--- config.mk ---
export PLATFORM = sky130hd
export DESIGN_NAME = rob_commit_tracker
export DESIGN_NICKNAME = d
export VERILOG_FILES = /design/src/rtl/rob_commit_tracker.sv
export SDC_FILE = /design/constraint.sdc
export NUM_CORES = 1
export LEC_CHECK = 0
export ABC_AREA = 1
export CORE_MARGIN = 3
export CORE_UTILIZATION = 30
export CTS_CLUSTER_DIAMETER = 150
export DETAILED_ROUTE_END_ITERATION = 8
export PLACE_DENSITY = 0.55
export SYNTH_ARGS = -nofsm -noshare
export SYNTH_HDL_FRONTEND = slang
export SYNTH_SLANG_ARGS = --single-unit
--- constraint.sdc ---
create_clock -name clk -period 4 [get_ports clk]
set_input_delay 0.8 -clock clk [delete_from_list [all_inputs] [get_ports clk]]
set_output_delay 0.8 -clock clk [all_outputs]
set_load 0.05 [all_outputs]
--- src/rtl/rob_commit_tracker.sv ---
// rtl/rob_commit_tracker.sv - in-order ROB tag tracker that retires completed tags oldest-first
// Tags enter a circular queue on alloc and retire up to MAX_NUM_OF_COMMITS per cycle once done.
module rob_commit_tracker #(
  parameter int ROB_SIZE           = 16,
  parameter int ROB_SIZE_WIDTH     = 4,
  parameter int MAX_NUM_OF_COMMITS = 2
) (
  input  logic                          clk,
  input  logic                          reset,
  input  logic                          alloc_valid,
  input  logic [ROB_SIZE_WIDTH-1:0]     alloc_tag,
  input  logic                          cmpl_valid,
  input  logic [ROB_SIZE_WIDTH-1:0]     cmpl_tag,
  output logic [ROB_SIZE_WIDTH-1:0]     commited_tags [MAX_NUM_OF_COMMITS],
  output logic [MAX_NUM_OF_COMMITS-1:0] commited_tags_valid,
  output logic [ROB_SIZE_WIDTH:0]       inflight_count,
  output logic                          protocol_err
);
  localparam int PW = ROB_SIZE_WIDTH + 1;
  localparam int KW = $clog2(MAX_NUM_OF_COMMITS + 1);

  logic [ROB_SIZE_WIDTH-1:0]     queue [ROB_SIZE];
  logic [PW-1:0]                 head_ptr;
  logic [PW-1:0]                 tail_ptr;
  logic [ROB_SIZE-1:0]           inflight;
  logic [ROB_SIZE-1:0]           done;
  logic [ROB_SIZE-1:0]           inflight_nxt;
  logic [ROB_SIZE-1:0]           done_nxt;
  logic [KW-1:0]                 retire_cnt;
  logic [ROB_SIZE_WIDTH-1:0]     retire_tag [MAX_NUM_OF_COMMITS];
  logic [MAX_NUM_OF_COMMITS-1:0] retire_mask;
  logic                          blocked;
  logic                          full;
  logic                          alloc_retiring;
  logic                          alloc_ok;
  logic                          cmpl_ok;

  assign inflight_count = tail_ptr - head_ptr;
  assign full = (head_ptr[ROB_SIZE_WIDTH] != tail_ptr[ROB_SIZE_WIDTH]) &&
                (head_ptr[ROB_SIZE_WIDTH-1:0] == tail_ptr[ROB_SIZE_WIDTH-1:0]);

  // Retire the longest done prefix from head; the first not-done entry blocks the rest.
  always_comb begin
    retire_cnt     = '0;
    retire_mask    = '0;
    blocked        = 1'b0;
    alloc_retiring = 1'b0;
    for (int i = 0; i < MAX_NUM_OF_COMMITS; i++) begin
      retire_tag[i] = queue[head_ptr[ROB_SIZE_WIDTH-1:0] + ROB_SIZE_WIDTH'(i)];
      if (!blocked && (PW'(i) < inflight_count) && done[retire_tag[i]]) begin
        retire_mask[i] = 1'b1;
        retire_cnt     = KW'(i + 1);
        if (retire_tag[i] == alloc_tag) begin
          alloc_retiring = 1'b1;
        end
      end else begin
        blocked = 1'b1;
      end
    end
  end

  // A tag retiring this cycle may be handed out again in the same cycle.
  assign alloc_ok = alloc_valid && !full && (!inflight[alloc_tag] || alloc_retiring);
  assign cmpl_ok  = cmpl_valid && inflight[cmpl_tag] && !done[cmpl_tag];

  // Retire clears first so that a same-cycle re-allocation wins.
  always_comb begin
    inflight_nxt = inflight;
    done_nxt     = done;
    for (int i = 0; i < MAX_NUM_OF_COMMITS; i++) begin
      if (retire_mask[i]) begin
        inflight_nxt[retire_tag[i]] = 1'b0;
        done_nxt[retire_tag[i]]     = 1'b0;
      end
    end
    if (cmpl_ok) begin
      done_nxt[cmpl_tag] = 1'b1;
    end
    if (alloc_ok) begin
      inflight_nxt[alloc_tag] = 1'b1;
      done_nxt[alloc_tag]     = 1'b0;
    end
  end

  always_ff @(posedge clk) begin
    if (!reset) begin
      head_ptr            <= '0;
      tail_ptr            <= '0;
      inflight            <= '0;
      done                <= '0;
      commited_tags_valid <= '0;
      protocol_err        <= 1'b0;
      for (int i = 0; i < MAX_NUM_OF_COMMITS; i++) begin
        commited_tags[i] <= '0;
      end
    end else begin
      head_ptr            <= head_ptr + PW'(retire_cnt);
      if (alloc_ok) begin
        tail_ptr <= tail_ptr + PW'(1);
      end
      inflight            <= inflight_nxt;
      done                <= done_nxt;
      commited_tags_valid <= retire_mask;
      protocol_err        <= (alloc_valid && !alloc_ok) || (cmpl_valid && !cmpl_ok);
      for (int i = 0; i < MAX_NUM_OF_COMMITS; i++) begin
        commited_tags[i] <= retire_mask[i] ? retire_tag[i] : '0;
      end
    end
  end

  always_ff @(posedge clk) begin
    if (reset && alloc_ok) begin
      queue[tail_ptr[ROB_SIZE_WIDTH-1:0]] <= alloc_tag;
    end
  end

endmodule

==> impl_metrics.toml <==
[outcome]
status = "finished, final reports clean"

[critical_path]
crit_type = "reg -> out"
critPathMaxFanout = 5
reg2reg_slack_ns = 0.34
timing.critical_path.cells = "inv_1 > ha_1 > fa_1 > o21ai_0 > xnor2_1 > clkdlybuf4s50_1"
timing.critical_path.slowest_stage_cell = "sky130_fd_sc_hd__clkdlybuf4s50_1"
worst_setup_path_start_kind = "flip-flop"
worstSetupEndpointType = "primary output"
worst_path_required_ns = 3.20
worst-endpoint-arrival_ns = 2.89
critical_path.max_stage_delay_ns = 0.87

[synth]
post-synth-top-area-cell = "sky130_fd_sc_hd__edfxtp_1"
syn-mean-instance-area_um2 = 6.91
yosysUniqueCellTypes = 38
syn_area_mm2 = 0.00760
postSynthCellCount = 1100
synth_largest_type_area_fraction_pct = 25.3
ys_warn_count = 0
synth_sequential_area_ratio_pct = 39.2
synth.ff_latch_count = 117
syn-num-nets = 1125
synthTopCellsByArea = "sky130_fd_sc_hd__edfxtp_1 (25%), sky130_fd_sc_hd__nand2_1 (17%), sky130_fd_sc_hd__dfxtp_1 (14%), sky130_fd_sc_hd__inv_1 (6.7%), sky130_fd_sc_hd__nor2_1 (5.6%)"

[detailed_routing]
detail_route.wirelength_um = 24600
drc = 0
route.detailed.wl_per_inst_um = 16.7
drtIter0Drc = 719
count_of_vias_placed_by_the_detailed_router = 7279
drt_pass1_iterations = 5
drtAntennaViolNets = 0
drt-vias-per-instance = 4.94

[sta]
final_min_period_over_clock_period_pct = 92.4
post-route-min-period_ns = 3.69
max_freq_mhz = 271
fin_worst_hold_slack_ns = 0.489
grt_setup_unrepaired = "true"
finalSetupViolations = 0
drv_slew = 0
pin_slew_with_the_least_headroom_to_its_limit_ns = 1.04
clock_skew_ns = 0.0113
hold_viol_final = 0
slew_headroom_pct = 30.6

[placement]
port_buffers = 27
detailed_place.area_mm2 = 0.00829
dp.final_hpwl_um = 18000
gp_routability_congestion = 0.945

[grt]
grt.total_usage_pct = 18.6
antenna_found_initial = 0
vias_in_the_first_global_route = 6869
global_route_wire_length_before_repair_um = 38800
globalRoute.totalOverflow = 0
grt_max_degree = 70

[clocking]
clock_sink_count = 117
ctsLongestPathBuffers = 2
post_cts_hold_buffer_count = 0
clk_pin_slew_worst_setup_hold_paths_ns = 0.06
h-tree-depth = 4
clkLatencyLatePin_ns = 0.43
cts_made_buffers = 17
cts_root_buffer = "sky130_fd_sc_hd__clkbuf_16"
cts_tree = "built"

[layout]
layout.cells.most_common_list = "sky130_fd_sc_hd__nand2_1 (339), sky130_fd_sc_hd__inv_1 (136), sky130_fd_sc_hd__nor2_1 (110), sky130_fd_sc_hd__a21oi_1 (77), sky130_fd_sc_hd__nand3_1 (66)"
leading_cell_type_in_the_layout_fill_and_taps_excluded = "sky130_fd_sc_hd__nand2_1"
diodes = 0
num-nets-final = 1160
fillerInstances = 2605
area_growth_syn_to_layout_pct = 16.8
drive_gt1_share_pct = 9.06
post-route-cell-area_mm2 = 0.00888

[die]
io-pin-count = 28
horiz_die_dim_um = 165
placement_rows = 57
die_area_mm2 = 0.0273
die_h_um = 165
initial_core_utilization_pct = 30.9
fp.coreArea_mm2 = 0.0246

[hold_path]
holdCritPathClass = "reg -> reg"

[power]
power.density_mw_per_mm2 = 781
worst_vdd_drop_v = 0.000615
static-leakage-power_uw = 0.00393

[flow_run]
max_cap_viol_count = 0
-- through the flow --
| stage | std cells | power [µW] | setup TNS (ns) | utilization (%) | setup slack (ns) |
|---|---|---|---|---|---|
| after floorplan | 1100 | 4160 | 0 | - | 0.128 |
| after global placement | 1440 | 5370 | 0 | 33.7 | 0.188 |
| after detailed placement | 1440 | 5360 | 0 | 33.7 | 0.230 |
| after CTS | 1472 | 6910 | 0 | 36.0 | 0.217 |
| after global routing | 1472 | 7410 | -0.0808 | 36.1 | -0.0119 |
| final | 1472 | 6930 | 0 | 36.1 | 0.306 |
-- Yosys cell counts, drive strengths merged --
master,number
xor2,11
and2,1
nand3,74
clkinv,1
nand4,5
nor2,116
inv,146
nand2,349
o21ai,98
ha,11
o211ai,13
edfxtp,64
clkbuf,11
o221ai,10
a21boi,1
fa,2
a21oi,79
nor3,5
dfxtp,53
xnor2,4
buf,32
a22oi,10
o22ai,4
-- cells by family after synthesis --
family / count (synthesis) / share of synthesized area (%)
compound gates: 215 / 15.7
simple gates: 550 / 29.8
flops: 117 / 39.2
fa+ha+maj: 13 / 2.34
xor+xnor: 15 / 2.27
buf+inv: 190 / 10.7
-- registers in the layout, summed over array words and instances, names as in the netlist --
name	cells
commited_tags_valid	2
head_ptr	5
inflight	16
commited_tags	8
tail_ptr	5
queue	64
done	16
protocol_err	1
-- layout make-up --
cell class | instances | area, µm² | area share, %
multi-input cells | 793 | 3820 | 43.0
clock inverters | 14 | 154 | 1.73
inverters | 147 | 554 | 6.24
flip-flops and latches | 117 | 2980 | 33.6
clock buffers | 18 | 429 | 4.83
well taps | 324 | 405 | 4.56
repair buffers | 59 | 537 | 6.04
-- worst paths after layout --
kind	endpoint	cells past startpoint	startpoint
worst max-delay path	inflight_count[4]	6	tail_ptr[0]$_SDFFE_PN0P_
worst min-delay path	head_ptr[4]$_SDFF_PN0_	1	head_ptr[4]$_SDFF_PN0_
worst max register to register	queue[10][3]$_DFFE_PP_	18	head_ptr[0]$_SDFF_PN0_
worst min register to register	head_ptr[4]$_SDFF_PN0_	1	head_ptr[4]$_SDFF_PN0_
-- what timing repair did --
| action | in CTS | in global routing |
|---|---|---|
| endpoints found under the setup margin | 0 | 21 |
| setup buffers | 0 | 0 |
| gates resized for setup | 0 | 4 |
-- report_power, final --
group | internal (µW) | leakage [µW] | switching (µW)
Combinational | 1110 | 0.00264 | 2900
Sequential | 1340 | 0.00101 | 58.2
Clock | 921 | 0.000278 | 609
-- worst max-delay path, delay by kind of cell, from the launching register on --
family,cells,cell delay (ns)
AOI/OAI and AO/OA,1,0.24
DFF,1,0.41
buffers and inverters,2,0.99
xor gates and xnor gates,1,0.19
adders and majority gates,2,0.63
-- layer usage --
| layer | part of all wire [%] | routed length [µm] | vias up | GRT usage (%) |
|---|---|---|---|---|
| met5 | 0 | 0 | - | 0 |
| met4 | 1.9 | 460 | 0 | 6.02 |
| met3 | 6.2 | 1540 | 33 | 3.12 |
| met2 | 43 | 10600 | 243 | 27.9 |
| met1 | 49 | 12100 | 3363 | 27.2 |
| li1 | - | - | 3640 | - |
(Power assumes the default switching activity.)
